$ cat config.mk
export PLATFORM = sky130hd
export DESIGN_NAME = cpu_state_dump
export DESIGN_NICKNAME = d
export VERILOG_FILES = /design/src/rtl/cpu_state_dump.sv
export SDC_FILE = /design/constraint.sdc
export NUM_CORES = 1
export LEC_CHECK = 0
export CORE_MARGIN = 2
export CORE_UTILIZATION = 35
export CTS_CLUSTER_SIZE = 25
export DETAILED_ROUTE_END_ITERATION = 8
export GPL_TIMING_DRIVEN = 0
export PLACE_DENSITY = 0.75
export SYNTH_ARGS = -nofsm -noshare
export SYNTH_HDL_FRONTEND = slang
export SYNTH_SLANG_ARGS = --single-unit
export TNS_END_PERCENT = 10
$ cat constraint.sdc
create_clock -name clk_i -period 1.9 [get_ports clk_i]
set_clock_uncertainty 0.15 [all_clocks]
set_input_delay 0.38 -clock clk_i [delete_from_list [all_inputs] [get_ports clk_i]]
set_output_delay 0.38 -clock clk_i [all_outputs]
set_load 0.02 [all_outputs]
$ cat src/rtl/cpu_state_dump.sv
// Architectural state readout: stalls the core, then streams r0..rN and m0..mM
// as tagged records through a single-entry valid/ready output register.
module cpu_state_dump #(
    parameter int NUM_REGS = 32,
    parameter int NUM_MEM  = 32,
    parameter int DATA_W   = 32,
    parameter int IDX_W    = 5
) (
    input  logic              clk_i,
    input  logic              rst_n,
    input  logic              start_i,
    output logic              busy_o,
    output logic              stall_o,
    output logic              done_o,
    output logic [4:0]        rf_addr_o,
    input  logic [DATA_W-1:0] rf_data_i,
    output logic [31:0]       dm_addr_o,
    input  logic [DATA_W-1:0] dm_data_i,
    output logic              out_valid_o,
    input  logic              out_ready_i,
    output logic [DATA_W-1:0] out_data_o,
    output logic              out_is_mem_o,
    output logic [IDX_W-1:0]  out_index_o
);

    typedef enum logic [2:0] {
        IDLE,
        REG,
        MEM,
        DRAIN,
        DONE
    } state_t;

    state_t            state_q;
    state_t            state_d;
    logic [IDX_W-1:0]  idx_q;
    logic [IDX_W-1:0]  idx_d;
    logic              load;
    logic              hs;
    logic              last_reg;
    logic              last_mem;

    assign hs       = out_valid_o & out_ready_i;
    assign last_reg = (idx_q == IDX_W'(NUM_REGS - 1));
    assign last_mem = (idx_q == IDX_W'(NUM_MEM - 1));

    always_ff @(posedge clk_i) begin
        if (!rst_n) begin
            state_q <= IDLE;
            idx_q   <= '0;
        end else begin
            state_q <= state_d;
            idx_q   <= idx_d;
        end
    end

    always_comb begin
        state_d = state_q;
        idx_d   = idx_q;
        unique case (state_q)
            IDLE: begin
                if (start_i) begin
                    state_d = REG;
                    idx_d   = '0;
                end
            end
            REG: begin
                if (load) begin
                    if (last_reg) begin
                        state_d = MEM;
                        idx_d   = '0;
                    end else begin
                        idx_d = idx_q + 1'b1;
                    end
                end
            end
            MEM: begin
                if (load) begin
                    if (last_mem) begin
                        state_d = DRAIN;
                        idx_d   = '0;
                    end else begin
                        idx_d = idx_q + 1'b1;
                    end
                end
            end
            DRAIN: begin
                if (hs) state_d = DONE;
            end
            DONE: begin
                state_d = IDLE;
            end
            default: begin
                state_d = IDLE;
                idx_d   = '0;
            end
        endcase
    end

    always_comb begin
        busy_o    = (state_q != IDLE);
        stall_o   = busy_o;
        done_o    = (state_q == DONE);
        rf_addr_o = '0;
        dm_addr_o = '0;
        load      = 1'b0;
        if (state_q == REG) begin
            rf_addr_o = 5'(idx_q);
            load      = !out_valid_o || out_ready_i;
        end
        if (state_q == MEM) begin
            dm_addr_o = 32'({idx_q, 2'b00});
            load      = !out_valid_o || out_ready_i;
        end
    end

    // Output slot reloads on the same edge it hands off, so ready=1 gives no bubbles.
    always_ff @(posedge clk_i) begin
        if (!rst_n) begin
            out_valid_o  <= 1'b0;
            out_data_o   <= '0;
            out_is_mem_o <= 1'b0;
            out_index_o  <= '0;
        end else if (load) begin
            out_valid_o  <= 1'b1;
            out_data_o   <= (state_q == MEM) ? dm_data_i : rf_data_i;
            out_is_mem_o <= (state_q == MEM);
            out_index_o  <= idx_q;
        end else if (state_q == DRAIN && hs) begin
            out_valid_o <= 1'b0;
        end
    end

endmodule

==> out/summary.txt <==
clk root buf: clkbuf_8
slowest cell delay on critical path: 0.39 ns
number of synthesized flops with an enable pin: 0
global-route wire length before repair: 10.5 mm
vias in the first global route: 2247
Clock transition at path regs: 0.09 ns
cells after synthesis: 270
synth warn: 0
clk sinks: 47
Max IR drop VDD: 883 uV
reg-to-reg critical path startpoint: idx_q[0]
final net count: 499
Die X: 89.3 um
core footprint: 7140 um^2
outcome: finished with violations
post-layout min period: 1.99 ns
filler instances: 643
top cell type's share of synthesized area: 37.0%
Wirelength per Cell: 12.6 um
IO buf count: 119
Post-Syn Area: 2550 um^2
Lkg Pwr: 2.03 nW
CP Class: flip-flop to flip-flop
fin util: 59.5%
Initial Util: 35.7%
Sum Neg Setup Slack: -0.447 ns
largest net degree at the start of global routing: 16
failing checks: setup timing
initial antenna violation count: 0
max frequency: 504 MHz
critical path, cell by cell: ha_2 > and3_1 > ha_2 > or3_4 > and3_1 > a31o_2
TritonRoute pass-1 iters: 4
mean post-synth cell area: 9.43 um^2
Area after DPL: 3960 um^2
Hold Slack: 0.318 ns
initial DRC count: 54
Vias: 2390
Die Area: 7970 um^2
Most used DFF post-synth: dfxtp_1
Final Hold Fails: 0
Max-Cap Viols: 0
remaining global-route overflow: 0
WP buf/inv: 0
cell area after layout: 4250 um^2
Worst Path Required: 1.94 ns
share of layout cells above drive strength 1: 21.4%
PwrDens: 1370 nW/um^2
crit-path max FO: 6
Die Y-Extent: 89.3 um
placer's final routability congestion estimate: 0.796
Worst Tran Pin Value: 0.494 ns
Tot GR Track Use: 16.8%
Worst EP arrival: 2.03 ns
CP Launch Type: flip-flop
DRC violations left: 0
CP max stage cell: or3_4
number of synthesized register bits: 47
Antenna Cells: 0
cell family with most CP delay: simple AND/OR/NAND/NOR gates
Area Overhead vs Synth: 66.8%
total length of routed wires: 6.67 mm
DP Wirelength: 5.14 mm
final setup violating endpoints: 9
vias per cell: 4.52
hold crit path type: flip-flop to flip-flop
Placement Rows: 31
Worst setup EP type: flip-flop
CTS H-tree depth: 2
Routed Antenna Nets: 0
CTS tree: yes
Setup crit start: idx_q[0]
unrepaired setup endpoints after global routing: true
clock insertion delay at the later pin of the skew report: 0.29 ns
Seq/Total Area, Yosys: 37.0%
unique cell type count in the Yosys netlist: 34
cells taking the most area after synthesis: dfxtp_1 (37%), mux2i_1 (13%), o211a_1 (13%)
Slew Limit Fails: 0
worst hold path startpoint: out_index_o[4]
Synth area leader: dfxtp_1
DP Worst Slack: -0.678 ns
relative slew slack: 66.9%
final period utilization: 105%
FFs w/ async S/R, synth: 0%
I/O pins: 147
Final WS setup: -0.0860 ns
Max clock buf depth: 2
Num CTS Buffers: 5
-- synth_stat cells, types with 2 or more instances --
cell type and number:
dfxtp_1 47, buf_4 31, buf_2 3, mux2i_1 33, clkbuf_1 14, a31o_2 2, nor3b_1 2, nand2_1 45
a22oi_1 3, nor2_1 4, o211a_1 33, and2_1 11, a21boi_0 5, and3_1 3, nand2b_1 2, o21ai_0 5
and4b_1 2, nor2b_1 5, o211ai_1 2, ha_1 2, or3_1 3
-- metrics by stage --
| step | total power, W | cells |
|---|---|---|
| after floorplan | 0.00364 | 296 |
| after detailed placement | 0.00488 | 514 |
| final | 0.00581 | 529 |
| after CTS | 0.00584 | 529 |
| after global placement | 0.00482 | 514 |
| after global routing | 0.00625 | 529 |
-- cells in the final DEF (no fill, tap or decap), types with 3 or more instances in the layout --
cell             count
clkbuf_8             7
o21ai_0              5
buf_4               41
dfxtp_1             42
o211a_1             33
clkbuf_2             3
clkdlybuf4s50_1    104
nor2b_1              4
and2_4               5
dfxtp_2              3
clkbuf_1             7
buf_2                3
a21boi_0             5
a22oi_1              3
nand2_1             45
and2_1               6
conb_1              27
mux2i_1             33
and3_1               3
buf_6               11
nor2_1               4
-- cell type report --
type / count / area (um^2) / share of cell area (%)
multi-input cells: 201 / 1460 / 34.4
repair buffers: 126 / 1250 / 29.4
flip-flops and latches: 47 / 952 / 22.4
plain buffers: 48 / 348 / 8.19
well taps: 99 / 124 / 2.92
clock buffers: 5 / 68.8 / 1.62
clock inverters: 3 / 43.8 / 1.03
-- routing by layer --
metal,GRT usage [%],vias to the layer above,wire length (um)
met1,19.0,1078,2740
met3,5.08,7,493
met5,0,-,0
met2,30.7,90,3370
met4,4.48,0,70
li1,-,1215,-
-- power by group --
part           total [W]  leakage [nW]  switching [W]  internal (W)
sequential       0.00154         0.389       0.000200       0.00134
clock           0.000733        0.0581       0.000341      0.000392
combinational    0.00354          1.58        0.00182       0.00172
-- registers in the layout, summed over array words and instances, names as in the netlist --
register,flops
out_index_o,5
out_data_o,32
out_valid_o,1
out_is_mem_o,1
idx_q,5
state_q,3
-- final timing paths --
kind / endpoint / slack (ns) / cells past startpoint
setup / recovery: state_q[1] / -0.09 / 6
hold / removal: out_index_o[4] / 0.32 / 2
setup reg to reg: state_q[1] / -0.09 / 6
hold reg to reg: out_index_o[4] / 0.32 / 2
-- kinds of logic after synthesis --
kind of cell	synth area share [%]
AO/OA/AOI/OAI	19.8
XOR/XNOR	0.639
adder cells (fa/ha/maj)	0.983
buffers and inverters	11.8
flip-flops	37.0
multiplexers	13.0
other	0.147
AND/OR/NAND/NOR	16.7
-- worst reg2reg max path: cells and delay by family (launching register included) --
| kind | cells | cell delay, ns |
|---|---|---|
| AOI/OAI and AO/OA | 1 | 0.20 |
| DFF | 1 | 0.36 |
| and+or+nand+nor | 3 | 0.78 |
| adders and majority gates | 2 | 0.40 |
-- repair_timing --
| item | CTS | global route |
|---|---|---|
| resized for setup | 99 | 15 |
| setup buffers | 7 | 0 |
| setup endpoints to repair | 53 | 49 |
| hold buffers | 0 | 0 |
| pin swaps | 2 | 2 |
No activity file was read; power rests on OpenSTA's default activity.
